[src/rtl/uart_rx_pkg.sv]
// Shared constants for the UART receive path: frame states, supported
// oversampling ratios and parity type encoding.
package uart_rx_pkg;

   localparam logic [2:0] IDLE   = 3'd0;
   localparam logic [2:0] START  = 3'd1;
   localparam logic [2:0] DATA   = 3'd2;
   localparam logic [2:0] PARITY = 3'd3;
   localparam logic [2:0] STOP   = 3'd4;

   localparam logic [5:0] PRESCALE_8  = 6'd8;
   localparam logic [5:0] PRESCALE_16 = 6'd16;
   localparam logic [5:0] PRESCALE_32 = 6'd32;

   localparam logic PAR_EVEN = 1'b0;
   localparam logic PAR_ODD  = 1'b1;

   // Unsupported ratios fall back to 8 so the edge counter always wraps sanely.
   function automatic logic [5:0] sanitize_prescale(input logic [5:0] p);
      case (p)
         PRESCALE_16, PRESCALE_32: return p;
         default:                  return PRESCALE_8;
      endcase
   endfunction

endpackage

[src/rtl/uart_rx_edge_bit_cnt.sv]
// Oversample edge counter (wraps at prescale-1) and received-bit counter.
// bit_done marks the last edge of each bit period, i.e. the decision point.
module uart_rx_edge_bit_cnt #(
   parameter int BIT_W = 4
) (
   input  logic             clk,
   input  logic             rst,
   input  logic             en,
   input  logic             clr,
   input  logic             bit_en,
   input  logic [5:0]       prescale,
   output logic [5:0]       edge_count,
   output logic [BIT_W-1:0] bit_count,
   output logic             bit_done
);

   assign bit_done = en && (edge_count == prescale - 6'd1);

   always_ff @(posedge clk) begin
      if (rst || clr) begin
         edge_count <= '0;
         bit_count  <= '0;
      end else if (en) begin
         if (bit_done) begin
            edge_count <= '0;
            if (bit_en) bit_count <= bit_count + 1'b1;
         end else begin
            edge_count <= edge_count + 6'd1;
         end
      end
   end

endmodule

[src/rtl/uart_rx_ctrl.sv]
// UART receive frame controller: start detection, LSB-first deserialization,
// parity/stop checking and one-cycle result pulses.
module uart_rx_ctrl
   import uart_rx_pkg::*;
#(
   parameter int DATA_WIDTH = 8
) (
   input  logic                  clk,
   input  logic                  rst,
   input  logic                  RX_in,
   input  logic [5:0]            prescale,
   input  logic                  PAR_EN,
   input  logic                  PAR_TYP,
   input  logic                  sampled_bit,
   output logic                  data_sampling_en,
   output logic [5:0]            edge_count,
   output logic [DATA_WIDTH-1:0] P_DATA,
   output logic                  data_valid,
   output logic                  parity_error,
   output logic                  stop_error,
   output logic                  busy
);

   localparam int BIT_W = $clog2(DATA_WIDTH + 1);

   logic [2:0]            state;
   logic [5:0]            p_lat;
   logic                  par_en_l;
   logic                  par_typ_l;
   logic [DATA_WIDTH-1:0] shreg;
   logic [BIT_W-1:0]      bit_count;
   logic                  bit_done;
   logic                  in_frame;
   logic                  last_bit;
   logic                  par_exp;

   assign in_frame         = (state != IDLE);
   assign busy             = in_frame;
   assign data_sampling_en = in_frame;
   assign last_bit         = (bit_count == BIT_W'(DATA_WIDTH - 1));
   assign par_exp          = (^shreg) ^ (par_typ_l == PAR_ODD);

   uart_rx_edge_bit_cnt #(.BIT_W(BIT_W)) u_cnt (
      .clk        (clk),
      .rst        (rst),
      .en         (in_frame),
      .clr        (state == IDLE),
      .bit_en     (state == DATA),
      .prescale   (p_lat),
      .edge_count (edge_count),
      .bit_count  (bit_count),
      .bit_done   (bit_done)
   );

   always_ff @(posedge clk) begin
      if (rst) begin
         state        <= IDLE;
         p_lat        <= PRESCALE_8;
         par_en_l     <= 1'b0;
         par_typ_l    <= PAR_EVEN;
         shreg        <= '0;
         P_DATA       <= '0;
         data_valid   <= 1'b0;
         parity_error <= 1'b0;
         stop_error   <= 1'b0;
      end else begin
         data_valid   <= 1'b0;
         parity_error <= 1'b0;
         stop_error   <= 1'b0;
         case (state)
            IDLE: begin
               // Config is frozen for the whole frame at start detection.
               if (!RX_in) begin
                  state     <= START;
                  p_lat     <= sanitize_prescale(prescale);
                  par_en_l  <= PAR_EN;
                  par_typ_l <= PAR_TYP;
               end
            end
            START: begin
               if (bit_done) state <= sampled_bit ? IDLE : DATA;
            end
            DATA: begin
               if (bit_done) begin
                  shreg <= {sampled_bit, shreg[DATA_WIDTH-1:1]};
                  if (last_bit) state <= par_en_l ? PARITY : STOP;
               end
            end
            PARITY: begin
               if (bit_done) begin
                  if (sampled_bit != par_exp) begin
                     parity_error <= 1'b1;
                     state        <= IDLE;
                  end else begin
                     state <= STOP;
                  end
               end
            end
            STOP: begin
               if (bit_done) begin
                  state <= IDLE;
                  if (sampled_bit) begin
                     P_DATA     <= shreg;
                     data_valid <= 1'b1;
                  end else begin
                     stop_error <= 1'b1;
                  end
               end
            end
            default: state <= IDLE;
         endcase
      end
   end

endmodule

[config.mk]
export PLATFORM = sky130hd
export DESIGN_NAME = uart_rx_ctrl
export DESIGN_NICKNAME = d
export VERILOG_FILES = /design/src/rtl/uart_rx_pkg.sv /design/src/rtl/uart_rx_edge_bit_cnt.sv /design/src/rtl/uart_rx_ctrl.sv
export SDC_FILE = /design/constraint.sdc
export NUM_CORES = 1
export LEC_CHECK = 0
export ABC_CLOCK_PERIOD_IN_PS = 2600
export BUFFER_PORTS_ARGS = -buffer_cell sky130_fd_sc_hd__buf_4
export CAP_MARGIN = 15
export CORE_ASPECT_RATIO = 0.7
export CORE_UTILIZATION = 55
export DETAILED_ROUTE_END_ITERATION = 12
export GPL_TIMING_DRIVEN = 0
export PLACE_DENSITY = 0.78
export SYNTH_ARGS = -nofsm -noshare
export SYNTH_HDL_FRONTEND = slang
export SYNTH_SLANG_ARGS = --single-unit
[constraint.sdc]
create_clock -name clk -period 2.6 [get_ports clk]
set_input_delay 0.78 -clock clk [delete_from_list [all_inputs] [get_ports clk]]
set_output_delay 0.78 -clock clk [all_outputs]
set_load 0.005 [all_outputs]
======== Word-level counts from Yosys, hierarchy flattened ========
Index checks and enable logic that the tools add are counted.
operators by class
  multiplexer cells ....................... 15
  bitwise logic cells ..................... 5
  $add $sub $neg .......................... 3
  eq/ne operators ......................... 15
  reductions and logical operators ........ 13
operators by type and width
  kind                 count
  $mux 3               8
  $pmux 3 s5           1
  $mux 6               2
  $ne 2x2->1 const B   6
  $reduce_xor 8->1     1
  $add 6x1->6 const B  1
  $eq 3x2->1 const B   2
  $eq 6x5->1 const B   1
  $eq 6x6->1           1
  $eq 6x6->1 const B   1
  $reduce_and 3->1     2
  $reduce_and 6->1     1
  $reduce_or 3->1      2
  $sub 6x1->6 const B  1
  $add 4x1->4 const B  1
  $eq 4x3->1 const B   1
  $not 1->1            4
  $reduce_and 2->1     2
  $eq 3x1->1 const B   1
  $eq 3x3->1 const B   1
  $logic_not 3->1      1
  $mux 1               3
  $reduce_bool 3->1    1
  $mux 2               1
  other kinds (5)      5
storage, ports and cells
  register bits after elaboration ......... 40
  input port bits ......................... 12

======== Longest topological paths before layout ========
  word-level depth ........................ 6
  depth in mapped cells ................... 8
  depth with buffers taken out ............ 7

======== By module ========
From an unflattened synthesis, not the netlist that was laid out.
unflattened totals
  cells, all modules ...................... 216
  area, all modules ....................... 2026.9 sq um
modules (own cells, without submodules)
  module                cells an instance  area each (sq um)  instances  sequential area each (sq um)
  uart_rx_ctrl          138                1336.3             1          600.6
  uart_rx_edge_bit_cnt  78                 690.7              1          200.2

======== Worst setup path before layout ========
Ideal clock, no wire load.
  path kind ............................... register to register
  start ................................... register p_lat[0]
  end ..................................... register shreg[3]
  library setup time ...................... 0.120 ns
  cell stages (with the launch flop) ...... 9
  data required time ...................... 2.480 ns
  arrival time ............................ 1.824 ns
  path slack .............................. 0.655 ns
  cells stage by stage .................... dfxtp_1 inv_1 ha_1 and2_4 a211o_1 a32o_2 and3_1 buf_6 mux2i_1
between the ends
  longest elaborated chain between the ends .. 4
RTL lines
  what                               line                        source
  from (decl)                        uart_rx_ctrl.sv:27          logic [5:0] p_lat;
  from (signal assigned)             uart_rx_ctrl.sv:75          p_lat <= sanitize_prescale(prescale);
  $sub 6x1->6                        uart_rx_edge_bit_cnt.sv:17  assign bit_done = en && (edge_count == prescale - 6'd1);
  $eq 6x6->1                         uart_rx_edge_bit_cnt.sv:17
  $logic_and 1x1->1                  uart_rx_edge_bit_cnt.sv:17
  $reduce_and 2->1 (no source line)  -
  to (signal assigned)               uart_rx_ctrl.sv:85          shreg <= {sampled_bit, shreg[DATA_WIDTH-1:1]};
  to (decl)                          uart_rx_ctrl.sv:30          logic [DATA_WIDTH-1:0] shreg;
No other way between the ends.
A chain may end at the register's enable or synchronous reset.

======== Final worst setup path ========
  start ................................... register state[0]
  end ..................................... output data_sampling_en
between the ends
  longest elaborated chain between the ends .. 1
RTL lines
  what                    line                source
  from (decl)             uart_rx_ctrl.sv:26  logic [2:0] state;
  from (signal assigned)  uart_rx_ctrl.sv:81  if (bit_done) state <= sampled_bit ? IDLE : DATA;
  from (signal assigned)  uart_rx_ctrl.sv:86  if (last_bit) state <= par_en_l ? PARITY : STOP;
  $reduce_bool 3->1       uart_rx_ctrl.sv:37  assign in_frame = (state != IDLE);
  to (decl)               uart_rx_ctrl.sv:15  output logic data_sampling_en,
No other way between the ends.

==> results.sh <==
export IMPL_run_status="finished, final reports clean"
export IMPL_synthesis_area_per_instance_sq_um=9.797
export IMPL_post_synth_top_area_fraction_pct=40.87
export IMPL_pwr_density_cell_mw_per_mm2=488.0
export IMPL_netlist_top_cells_area="sky130_fd_sc_hd__dfxtp_1 41%, sky130_fd_sc_hd__mux2i_1 9.2%, sky130_fd_sc_hd__nand2b_1 6.4%"
export IMPL_skew_ns=0.006595
export IMPL_report_final_setup_viol=0
export IMPL_hpwl_um=3163
export IMPL_clk_insertion_delay_late_ns=0.29
export IMPL_num_vias=1562
export IMPL_area_growth_pct=19.22
export IMPL_floorplan_initialDensity_pct=59.82
export IMPL_ctsRootBufferMaster="sky130_fd_sc_hd__clkbuf_8"
export IMPL_post_route_period_util_pct=88.66
export IMPL_final_cell_mix="40 x sky130_fd_sc_hd__dfxtp_1, 31 x sky130_fd_sc_hd__buf_4, 20 x sky130_fd_sc_hd__nand2b_1, 18 x sky130_fd_sc_hd__mux2i_1"
export IMPL_power_static_leakage_uw=0.0009686
export IMPL_drt_total_wl_um=4061
export IMPL_clkTransAtPathRegs_ns=0.08
export IMPL_synth_flop_cell="sky130_fd_sc_hd__dfxtp_1"
export IMPL_synthDominantAreaCellType="sky130_fd_sc_hd__dfxtp_1"
export IMPL_drt_pass1_iter_count=4
export IMPL_core_area_sq_mm=0.003276
export IMPL_grt_overflow_total=0
export IMPL_syn_inst=200
export IMPL_finalHoldWorstSlack_ns=0.4665
export IMPL_worst_min_delay_path_class="reg -> reg"
export IMPL_io_pin_count=31
export IMPL_tritoncts_num_buffers=5
export IMPL_final_tns_setup_ns=0
export IMPL_global_route_usage_total_pct=23.65
export IMPL_ir_drop_mv=0.3336
export IMPL_post_route_cells_drive_above_1_share_pct=22.27
export IMPL_timing_critical_path_slowest_cell_delay_ns=0.34
export IMPL_cts_setup_buffers=0
export IMPL_synth_yosys_warnings=0
export IMPL_critical_path_startpoint_type="flop"
export IMPL_synth_edff_count=0
export IMPL_cts_resized_gates=0
export IMPL_grt_first_pass_wirelength_um=6610
export IMPL_worst_slew_pin_slew_ns=0.5981
export IMPL_yosysSeqAreaShare_pct=40.87
export IMPL_maxSlewHeadroom_pct=59.82
export IMPL_floorplan_die_area_sq_mm=0.003809
export IMPL_power_sequential_fraction_pct=54.8
export IMPL_grt_start_max_net_pins=13
export IMPL_clockBufferDepth=2
export IMPL_power_switching_share_pct=23.04
export IMPL_vias_in_the_first_global_route=1459
export IMPL_clock_sink_count=40
export IMPL_initial_antenna_violation_count=0
export IMPL_critPathSlowestCell="sky130_fd_sc_hd__or3_1"
export IMPL_synthArstFlopShare_pct=0
export IMPL_power_internal_uw=877.4
export IMPL_h_tree_depth=2
export IMPL_hold_viol_final=0
export IMPL_die_y_um=51.94
export IMPL_fp_row_count=17
export IMPL_synth_nets=215
export IMPL_rsz_0062_raised_after_global_routing="no"
export IMPL_synth_seq_cells=40
export IMPL_detail_route_wl_per_cell_um=14.25
export IMPL_layout_nets=252
export IMPL_drv_max_cap_violation_count=0
export IMPL_critical_path_cell_chain="buf_2 -> or3_1 -> buf_2 -> buf_4 -> buf_4"
export IMPL_detailedRoute_firstIterationViolations=121
export IMPL_post_route_util_pct=71.31
export IMPL_critPathBufInv=4
export IMPL_netlist_cell_type_count=46
export IMPL_io_buffer_count=30
export IMPL_crit_arrival_ns=1.53
export IMPL_postRouteAntennaNets=0
export IMPL_crit_path_end_kind="output port"
export IMPL_crit_fanout=9
export IMPL_cp_top_family="buffers and inverters"
export IMPL_finalWorstPathRequiredPeriod_ns=2.305
export IMPL_cts_tree="built"
export IMPL_power_switching_uw=262.6
export IMPL_vias_per_cell=5.481
export IMPL_proportion_of_power_drawn_by_combinational_gates_pct=8.6
export IMPL_netlist_area_sq_mm=0.001959
export IMPL_n_antenna_cell=0
export IMPL_cts_hold_buf=0
export IMPL_fmaxAchievable_mhz=433.8
export IMPL_criticalPathCategory="reg -> out"
export IMPL_timing_max_transition_violations_final=0
export IMPL_post_route_drc_count=0
export IMPL_power_share_clock_pct=36.6
export IMPL_place_congestion=0.9159
export IMPL_critPathRequiredTime_ns=1.82
export IMPL_die_width_um=73.34
export IMPL_layout_cells_most_common="sky130_fd_sc_hd__dfxtp_1"
## state kept, by name (all words and copies together), names as in the netlist, 3 cells and up
signal            cells
P_DATA                8
p_lat                 6
shreg                 8
state                 3
u_cnt.bit_count       4
u_cnt.edge_count      6
## per-layer routing
layer	part of all wire (%)	vias to the layer above	GRT usage (%)
met1	49	736	31.12
met2	45	36	37.35
met4	0.76	0	7.692
li1	-	786	-
met5	0	-	0
met3	5.7	4	6.977
## path summary, 6_finish.rpt
kind / startpoint / cells past startpoint / to / slack (ns)
worst max-delay path: state[0]$_SDFFE_PP0P_ / 5 / data_sampling_en / 0.29
worst min-delay path: p_lat[5]$_SDFFE_PP0P_ / 2 / p_lat[5]$_SDFFE_PP0P_ / 0.47
worst max register to register: p_lat[0]$_SDFFE_PP0P_ / 7 / P_DATA[0]$_SDFFE_PP0P_ / 0.44
worst min register to register: p_lat[5]$_SDFFE_PP0P_ / 2 / p_lat[5]$_SDFFE_PP0P_ / 0.47
## stage by stage
step                      cell area, sq um  cells  setup slack [ns]  total power, uW
final                                 2336    285            0.2949             1140
after floorplan                       1959    200            0.6553            701.0
after CTS                             2336    285            0.2831             1149
after detailed placement              2243    277            0.4329            736.8
after global placement                2243    277            0.5110            732.6
after global routing                  2336    285            0.2442             1181
## Yosys cell counts, drive strengths merged (2+ instances only)
library cell,count
a211o,2
a21oi,6
and3,4
buf,5
clkbuf,4
dfxtp,40
ha,3
inv,4
mux2i,18
nand2,11
nand2b,20
nand3,8
nand4,3
nor2,10
nor3,13
nor3b,3
nor4b,2
o21ai,2
or2,2
or3,2
xnor2,12
xor2,7
## worst min-delay path: cells and delay by family (launching register included)
kind               cells  cell delay (ns)
AOI/OAI and AO/OA      1             0.05
DFF                    1             0.32
and+or+nand+nor        1             0.05
## power groups by stage
stage | clock network, uW | logic, uW | registers [uW]
3_5_place_dp | 0 | 97.2 | 640
3_3_place_gp | 0 | 93.7 | 639
6_report | 417 | 97.7 | 625
5_1_grt | 449 | 106 | 626
4_1_cts | 426 | 97.5 | 625
2_1_floorplan | 0 | 63.2 | 638
## final cells by class
type,count,area [sq um]
fillers,263,939.7
repair buffers,30,225.2
inverters,4,15.01
well taps,47,58.81
clock buffers,6,82.58
plain buffers,9,55.05
multi-input cells,147,1089
clock inverters,2,10.01
flip-flops and latches,40,800.8
## cells by family after synthesis
kind of cell               count (synthesis)  share of synthesized area [%]
adders and majority gates                  3                          1.916
AOI/OAI and AO/OA                         23                          10.41
DFF                                       40                          40.87
muxes                                     18                          9.195
buffers and inverters                     13                          3.576
and+or+nand+nor                           83                          24.39
xor gates and xnor gates                  20                          9.642
No activity file was read; power rests on OpenSTA's default activity.
